[src/rtl/pim_pkg.sv]
// Shared definitions for the PIM weight-loader path: element width, FSM encoding, clogb2.
package pim_pkg;

    localparam int INPUT_BIT_DEFAULT = 6;

    localparam logic [2:0] S_IDLE  = 3'd0;
    localparam logic [2:0] S_PACK  = 3'd1;
    localparam logic [2:0] S_WRITE = 3'd2;
    localparam logic [2:0] S_WAIT  = 3'd3;
    localparam logic [2:0] S_DONE  = 3'd4;

    typedef enum logic [2:0] {
        ST_IDLE  = S_IDLE,
        ST_PACK  = S_PACK,
        ST_WRITE = S_WRITE,
        ST_WAIT  = S_WAIT,
        ST_DONE  = S_DONE
    } state_t;

    // Ceiling log2, never below 1 so counters always have at least one bit.
    function automatic int clogb2(input int n);
        int r;
        r = 0;
        for (int i = 0; i < 31; i++) begin
            if ((1 << i) < n) r = i + 1;
        end
        return (r < 1) ? 1 : r;
    endfunction

endpackage

[src/rtl/pim_row_packer.sv]
// Packs VEC_LEN serial elements into one row word, first element in the MSB slot.
// One element per load cycle; row_full flags the load of the last slot.
module pim_row_packer
    import pim_pkg::*;
#(
    parameter int INPUT_BIT = INPUT_BIT_DEFAULT,
    parameter int VEC_LEN   = 32
) (
    input  logic                           clk,
    input  logic                           rst,
    input  logic                           clear,
    input  logic                           load,
    input  logic [INPUT_BIT-1:0]           elem,
    output logic [INPUT_BIT*VEC_LEN-1:0]   row_word,
    output logic                           row_full
);

    localparam int CW = clogb2(VEC_LEN);

    logic [CW-1:0] cnt;

    assign row_full = load && (cnt == CW'(VEC_LEN - 1));

    // Slots are overwritten in place, so the previous row stays visible until repacked.
    always_ff @(posedge clk) begin
        if (rst) begin
            cnt      <= '0;
            row_word <= '0;
        end else begin
            if (clear || row_full) begin
                cnt <= '0;
            end else if (load) begin
                cnt <= cnt + CW'(1);
            end
            if (load) begin
                for (int k = 0; k < VEC_LEN; k++) begin
                    if (cnt == CW'(k)) row_word[(VEC_LEN-1-k)*INPUT_BIT +: INPUT_BIT] <= elem;
                end
            end
        end
    end

endmodule

[src/rtl/pim_weight_loader.sv]
// Programs ROWS crossbar rows from a valid/ready element stream, honouring WR_LAT idle cycles per write.
// elem_ready is high only while packing; PIM_WLOAD_CHECKSUM_EN adds a signed running-sum output.
module pim_weight_loader
    import pim_pkg::*;
#(
    parameter int INPUT_BIT = INPUT_BIT_DEFAULT,
    parameter int VEC_LEN   = 32,
    parameter int DEPTH     = 1,
    parameter int ROWS      = 2,
    parameter int WR_LAT    = 2
) (
    input  logic                         clk,
    input  logic                         rst,
    input  logic                         start,
    input  logic [INPUT_BIT-1:0]         elem_in,
    input  logic                         elem_valid,
    output logic                         elem_ready,
    output logic [INPUT_BIT*VEC_LEN-1:0] wr_data,
    output logic [DEPTH-1:0]             wr_addr,
    output logic                         wr_en,
    output logic                         busy,
    output logic                         done
`ifdef PIM_WLOAD_CHECKSUM_EN
    ,
    output logic signed [INPUT_BIT+clogb2(VEC_LEN*ROWS):0] checksum
`endif
);

    localparam int LW = clogb2(WR_LAT + 1);

    state_t           state;
    logic [DEPTH-1:0] row;
    logic [LW-1:0]    lat;
    logic             xfer;
    logic             row_full;
    logic             accept_start;
    logic             last_row;

    assign elem_ready   = (state == ST_PACK);
    assign xfer         = elem_valid && elem_ready;
    assign accept_start = (state == ST_IDLE) && start;
    assign last_row     = (row == DEPTH'(ROWS - 1));

    pim_row_packer #(
        .INPUT_BIT (INPUT_BIT),
        .VEC_LEN   (VEC_LEN)
    ) u_packer (
        .clk      (clk),
        .rst      (rst),
        .clear    (accept_start),
        .load     (xfer),
        .elem     (elem_in),
        .row_word (wr_data),
        .row_full (row_full)
    );

    always_ff @(posedge clk) begin
        if (rst) begin
            state   <= ST_IDLE;
            row     <= '0;
            lat     <= '0;
            wr_addr <= '0;
            wr_en   <= 1'b0;
            busy    <= 1'b0;
            done    <= 1'b0;
        end else begin
            wr_en <= 1'b0;
            done  <= 1'b0;
            case (state)
                ST_IDLE: begin
                    if (start) begin
                        state <= ST_PACK;
                        busy  <= 1'b1;
                        row   <= '0;
                    end
                end
                ST_PACK: begin
                    if (row_full) begin
                        state   <= ST_WRITE;
                        wr_en   <= 1'b1;
                        wr_addr <= row;
                    end
                end
                ST_WRITE: begin
                    if (WR_LAT > 0) begin
                        state <= ST_WAIT;
                        lat   <= '0;
                    end else if (last_row) begin
                        state <= ST_DONE;
                        done  <= 1'b1;
                    end else begin
                        state <= ST_PACK;
                        row   <= row + DEPTH'(1);
                    end
                end
                ST_WAIT: begin
                    if (lat != LW'(WR_LAT - 1)) begin
                        lat <= lat + LW'(1);
                    end else if (last_row) begin
                        state <= ST_DONE;
                        done  <= 1'b1;
                    end else begin
                        state <= ST_PACK;
                        row   <= row + DEPTH'(1);
                    end
                end
                ST_DONE: begin
                    state <= ST_IDLE;
                    busy  <= 1'b0;
                end
                default: begin
                    state <= ST_IDLE;
                    busy  <= 1'b0;
                end
            endcase
        end
    end

`ifdef PIM_WLOAD_CHECKSUM_EN
    localparam int CSW = INPUT_BIT + clogb2(VEC_LEN * ROWS) + 1;

    always_ff @(posedge clk) begin
        if (rst || accept_start) begin
            checksum <= '0;
        end else if (xfer) begin
            checksum <= checksum + {{(CSW-INPUT_BIT){elem_in[INPUT_BIT-1]}}, elem_in};
        end
    end
`endif

endmodule

[config.mk]
export PLATFORM = sky130hd
export DESIGN_NAME = pim_weight_loader
export DESIGN_NICKNAME = d
export VERILOG_FILES = /design/src/rtl/pim_pkg.sv /design/src/rtl/pim_row_packer.sv /design/src/rtl/pim_weight_loader.sv
export SDC_FILE = /design/constraint.sdc
export NUM_CORES = 1
export LEC_CHECK = 0
export CAP_MARGIN = 20
export CORE_MARGIN = 2
export CORE_UTILIZATION = 25
export CTS_CLUSTER_DIAMETER = 60
export DETAILED_ROUTE_END_ITERATION = 10
export SLEW_MARGIN = 20
export SYNTH_ARGS = -nofsm -noshare
export SYNTH_HDL_FRONTEND = slang
export SYNTH_SLANG_ARGS = --single-unit
[constraint.sdc]
create_clock -name clk -period 2.95 [get_ports clk]
set_input_delay 0.295 -clock clk [delete_from_list [all_inputs] [get_ports clk]]
set_output_delay 0.295 -clock clk [all_outputs]
set_load 0.1 [all_outputs]
== Word-level counts from Yosys, hierarchy flattened ==
Cells that the tools add are included.
Word-level totals
  bits in registers: 207
  input port bits: 10
Cells by class
  multiplexer cells: 15
  reduce and logical (&&, ||, !) cells: 49
  bitwise gates (word level): 3
  add/subtract/negate cells: 3
  equal/unequal tests: 39
Operator list (count)
  $eq 5x5->1 const B: 16
  $reduce_and 2->1: 35
  $eq 5x4->1 const B: 8
  $eq 5x3->1 const B: 4
  $mux 3: 4
  $pmux 3 s4: 1
  $eq 5x2->1 const B: 2
  $eq 3x2->1 const B: 2
  $mux 1: 6
  $ne 2x2->1 const B: 3
  $reduce_and 3->1: 2
  $reduce_or 3->1: 2
  $add 5x1->5 const B: 1
  $eq 5x1->1 const B: 1
  $logic_not 5->1: 1
  $ne 2x1->1 const B: 2
  $pmux 1 s2: 2
  $pmux 2 s2: 1
  $reduce_bool 2->1: 2
  $reduce_or 2->1: 2
  $eq 3x1->1 const B: 1
  $logic_and 1x1->1: 3
  $logic_not 3->1: 1
  $not 1->1: 3
  4 further kinds: 4

== Logic depth before layout (Yosys ltp) ==
  word-level depth: 5
  depth in mapped cells: 7

== Hierarchy ==
Synthesis repeated with hierarchy kept, for this count alone.
Unflattened totals
  cell total of the unflattened synthesis: 773
  area total of the unflattened synthesis: 8296.7 µm²
Modules (own cells, without submodules)
  pim_row_packer: cells each 727, instances 1, area an instance 7856.3 µm²
  pim_weight_loader: cells each 46, instances 1, area an instance 440.4 µm²

== Least setup slack after synthesis ==
Ideal clock, no wire load.
  path kind: reg2out
  start: reg state[0]
  end: out elem_ready
  stages on the path, launching flop included: 4
  buffers on the path: 2
  path slack: -0.208 ns
  data required time: 2.655 ns
  data arrival time: 2.863 ns
  cells stage by stage: dfxtp_1 buf_2 buf_2 nor3b_1
Between the ends
  longest elaborated chain between the ends: 1
RTL lines
  start, declared: line pim_weight_loader.sv:31  | state_t state;
  start signal, assigned: line pim_weight_loader.sv:59  | state <= ST_IDLE;
  start signal, assigned: line pim_weight_loader.sv:72  | state <= ST_PACK;
  start signal, assigned: line pim_weight_loader.sv:79  | state <= ST_WRITE;
  $eq 3x1->1: line pim_weight_loader.sv:39  | assign elem_ready = (state == ST_PACK);
  end, declared: line pim_weight_loader.sv:17  | output logic elem_ready,
Every way passes these cells.

== Worst setup path after layout ==
  start: reg u_packer.cnt[0]
  end: reg u_packer.row_word[2]
Between the ends
  longest elaborated chain between the ends: 2
RTL lines
  start, declared: line pim_row_packer.sv:20  | logic [CW-1:0] cnt;
  start signal, assigned: line pim_row_packer.sv:33  | cnt <= cnt + CW'(1);
  $eq 5x5->1: line pim_row_packer.sv:37  | if (cnt == CW'(k)) row_word[(VEC_LEN-1-k)*INPUT_BIT +: INPUT_BIT] <= elem;
  $reduce_and 2->1 (no line)
  end signal, assigned by index: line pim_row_packer.sv:37
  end, declared: line pim_row_packer.sv:14  | output logic [INPUT_BIT*VEC_LEN-1:0] row_word,
Every way passes these cells.
A chain may end at the register's enable or synchronous reset.

==> flow_metrics.tcl <==
set metrics [dict create \
    outcome "complete, no violations" \
    clock-skew-final_ns 0.0110 \
    cts.sink_count 207 \
    drt_iter0_drc 494 \
    cts_root_buf "sky130_fd_sc_hd__clkbuf_16" \
    worstRegToRegCells 6 \
    die-width_um 188 \
    fp.dieH_um 188 \
    tns_ns 0 \
    worstHoldPathType "primary input to flop" \
    synth_sequential_area_ratio 0.491 \
    cts-hold-fix-buffers 0 \
    power.internal_mw 4.69 \
    worstSetupPathDepth 6 \
    required_ns 3.30 \
    fmax_mhz 450 \
    max-clock-path-buffers 3 \
    grt_pass1_wl_mm 42.4 \
    global_route.usage.total 0.150 \
    boundary_pins 207 \
    irDropWorstVdd_v 0.000391 \
    hold_slack_ns 0.172 \
    synth_largest_area_cell "sky130_fd_sc_hd__dfxtp_1" \
    power.share.clock 0.495 \
    cpLargestDelayFamily "adder cells" \
    antenna_found_initial 1 \
    timing.critical_path.mode_cell "sky130_fd_sc_hd__ha_1" \
    hold_crit_start "rst" \
    netlist_instances 902 \
    setup.worst_path.end_class "flop" \
    slew_violations 0 \
    start_util 0.253 \
    power.leakage_nw 4.74 \
    count_of_endpoints_failing_setup_in_the_final_report 0 \
    cts_tree "done" \
    worstReg2RegEnd "u_packer.row_word[2]" \
    cts-buffers-inserted 24 \
    p_total_mw 6.10 \
    postSynthRegisterBits 207 \
    timing.slew.headroom 0.327 \
    critical_path.max_stage_delay_ns 0.47 \
    stdcell_area_um2 11100 \
    clk_pin_slew_worst_paths_ns 0.06 \
    post_route_cells_drive_above_1_share 0.263 \
    r2r_start "u_packer.cnt[0]" \
    place.gp.congestion 0.744 \
    synth.top_cells.by_area "sky130_fd_sc_hd__dfxtp_1 49%, sky130_fd_sc_hd__mux2i_1 11%, sky130_fd_sc_hd__nand2b_1 7.6%" \
    timing_worst_setup_path_type "flop to flop" \
    min_delay_path_depth 3 \
    drt.antenna.violating_nets 0 \
    synth_most_common_cell "sky130_fd_sc_hd__dfxtp_1" \
    post_drt_via_cell_ratio 4.72 \
    h-tree-depth 1 \
    drc 0 \
    portBuffers 206 \
    timing.reg2reg.setup_slack_ns 0.73 \
    finalWorstPathRequiredPeriod_ns 2.22 \
    critical_path.max_fanout 14 \
    synth_cell_type_count 39 \
    maxCapViolations 0 \
    pwr-share-comb 0.045 \
    yosys_warnings 0 \
    grt_start_max_net_pins 113 \
    avgRoutedWirePerCell_um 18.1 \
    cp-start-kind "flop" \
    net_sw_power_mw 1.41 \
    placement_rows 67 \
    area_growth_syn_to_layout_pct 31.8 \
    total_wire_length_after_detailed_routing_mm 27.5 \
    fin_crit_sh 0.753 \
    core_region_area_um2 33400 \
    synthesized_net_count 919 \
    yosys_most_used_dff "sky130_fd_sc_hd__dfxtp_1" \
    finalHoldViolations 0 \
    arrival_time_at_the_worst_endpoint_ns 2.57 \
    worstHoldEndpoint "u_packer.row_word[143]" \
    n_fill_cell 3456 \
    tightest_slew_ns 1.01 \
    yosys.area.top_type_share 0.491 \
    grt_pass1_vias 7000 \
    p_sw_frac 0.231 \
    critical_path.slowest_cell "sky130_fd_sc_hd__ha_1" \
    postCtsSetupBuffers 0 \
    dp.final_hpwl_mm 18.3 \
    path_buf_inv 1 \
    placed_cell_area_um2 10300 \
    crit_path_cell_trace "ha_1 > and3_1 > ha_1 > inv_1 > o21ai_0 > a21oi_1" \
    ratio_of_total_power_to_cell_area_nw_per_um2 548 \
    mappedNetlistArea_um2 8440 \
    gr-total-overflow 0 \
    synth_common_cells "207 x sky130_fd_sc_hd__dfxtp_1, 104 x sky130_fd_sc_hd__a21oi_1, 103 x sky130_fd_sc_hd__nand2b_1" \
    cts-resized-gates 0 \
    dr_total_vias 7179 \
    synthArstFlopShare 0 \
    synth_enable_flop_cells 0 \
    finalNetCount 1072 \
    dr.pass1.iters 5 \
    fp.dieArea_um2 35300 \
    clk-insertion-delay-late_ns 0.52 \
    seqPwrFrac 0.460 \
    avgSynthCellArea_um2 9.36 \
    rsz0062_at_grt "false" \
]
-- flip-flops by register name, indices dropped and copies added, names as in the netlist --
register           count
u_packer.row_word    192
u_packer.cnt           5
state                  3
lat                    2
busy                   1
done                   1
last_row               1
wr_addr                1
wr_en                  1
-- cell type report --
type,count,area (um2),area share
inverter,7,26.3,0.00236
antenna,1,2.50,0.000225
clock inverter,9,113,0.0101
clock buffer,35,693,0.0623
timing repair buffer,229,1750,0.157
sequential,207,4140,0.372
tap,448,561,0.0504
multi-input combinational,586,3840,0.345
-- cells in the final DEF (no fill, tap or decap), types with 4 or more instances in the layout --
cell type | Yosys | final
sky130_fd_sc_hd__clkinv_2 | 0 | 4
sky130_fd_sc_hd__clkbuf_1 | 49 | 7
sky130_fd_sc_hd__inv_1 | 7 | 7
sky130_fd_sc_hd__ha_1 | 7 | 7
sky130_fd_sc_hd__clkbuf_16 | 0 | 25
sky130_fd_sc_hd__and4b_1 | 5 | 5
sky130_fd_sc_hd__nand4b_1 | 6 | 6
sky130_fd_sc_hd__a21oi_1 | 104 | 104
sky130_fd_sc_hd__o21ai_0 | 94 | 94
sky130_fd_sc_hd__nand2_2 | 15 | 15
sky130_fd_sc_hd__dfxtp_1 | 207 | 207
sky130_fd_sc_hd__o21ai_1 | 7 | 7
sky130_fd_sc_hd__nand3_1 | 102 | 102
sky130_fd_sc_hd__nand2_1 | 7 | 7
sky130_fd_sc_hd__buf_4 | 11 | 220
sky130_fd_sc_hd__mux2i_1 | 96 | 96
sky130_fd_sc_hd__clkdlybuf4s50_1 | 0 | 8
sky130_fd_sc_hd__nand2b_1 | 103 | 103
sky130_fd_sc_hd__nand4bb_1 | 6 | 6
-- worst register-to-register path, delay by kind of cell (launching register included) --
| kind | cells | cell delay [ns] |
|---|---|---|
| DFF | 1 | 0.42 |
| AOI/OAI and AO/OA | 2 | 0.31 |
| adders and majority gates | 2 | 0.81 |
| buffers and inverters | 1 | 0.29 |
| and+or+nand+nor | 1 | 0.23 |
-- kinds of logic after synthesis --
| kind of cell | synth area share |
|---|---|
| and+or+nand+nor | 0.198 |
| AOI/OAI and AO/OA | 0.126 |
| DFF | 0.491 |
| buffers and inverters | 0.0612 |
| muxes | 0.114 |
| adders and majority gates | 0.0104 |
-- stage by stage --
| stage | utilization | setup WS (ns) | std cells |
|---|---|---|---|
| 3_3_place_gp | 0.309 | 0.556 | 1477 |
| 2_1_floorplan | - | 0.779 | 902 |
| 5_1_grt | 0.333 | 0.502 | 1521 |
| 3_5_place_dp | 0.309 | 0.524 | 1477 |
| 4_1_cts | 0.333 | 0.738 | 1521 |
| 6_report | 0.334 | 0.729 | 1522 |
-- metal layers --
layer | vias to the layer above | wire [um] | global-route usage | part of all wire
li1 | 3431 | - | - | -
met1 | 3451 | 12100 | 0.198 | 0.44
met2 | 258 | 12100 | 0.236 | 0.44
met3 | 39 | 2720 | 0.0554 | 0.099
met4 | 0 | 524 | 0.0315 | 0.019
met5 | - | 0 | 0 | 0
-- worst max-delay path by stage --
stage	from	slack [ns]	end
4_1_cts	u_packer.cnt[0]	0.74	u_packer.row_word[2]
6_report	u_packer.cnt[0]	0.73	u_packer.row_word[2]
3_5_place_dp	elem_valid	0.52	u_packer.row_word[28]
5_1_grt	u_packer.cnt[1]	0.50	u_packer.row_word[5]
3_3_place_gp	elem_valid	0.56	u_packer.row_word[73]
2_1_floorplan	state[2]	0.78	elem_ready
-- power groups by stage --
stage	logic (mW)	clock network (mW)	registers (mW)
2_1_floorplan	0.149	0	2.91
3_3_place_gp	0.276	0	2.87
3_5_place_dp	0.276	0	2.87
4_1_cts	0.277	3.08	2.81
5_1_grt	0.290	3.19	2.81
6_report	0.274	3.02	2.81
Note: power is estimated with default switching activity, not from simulation.
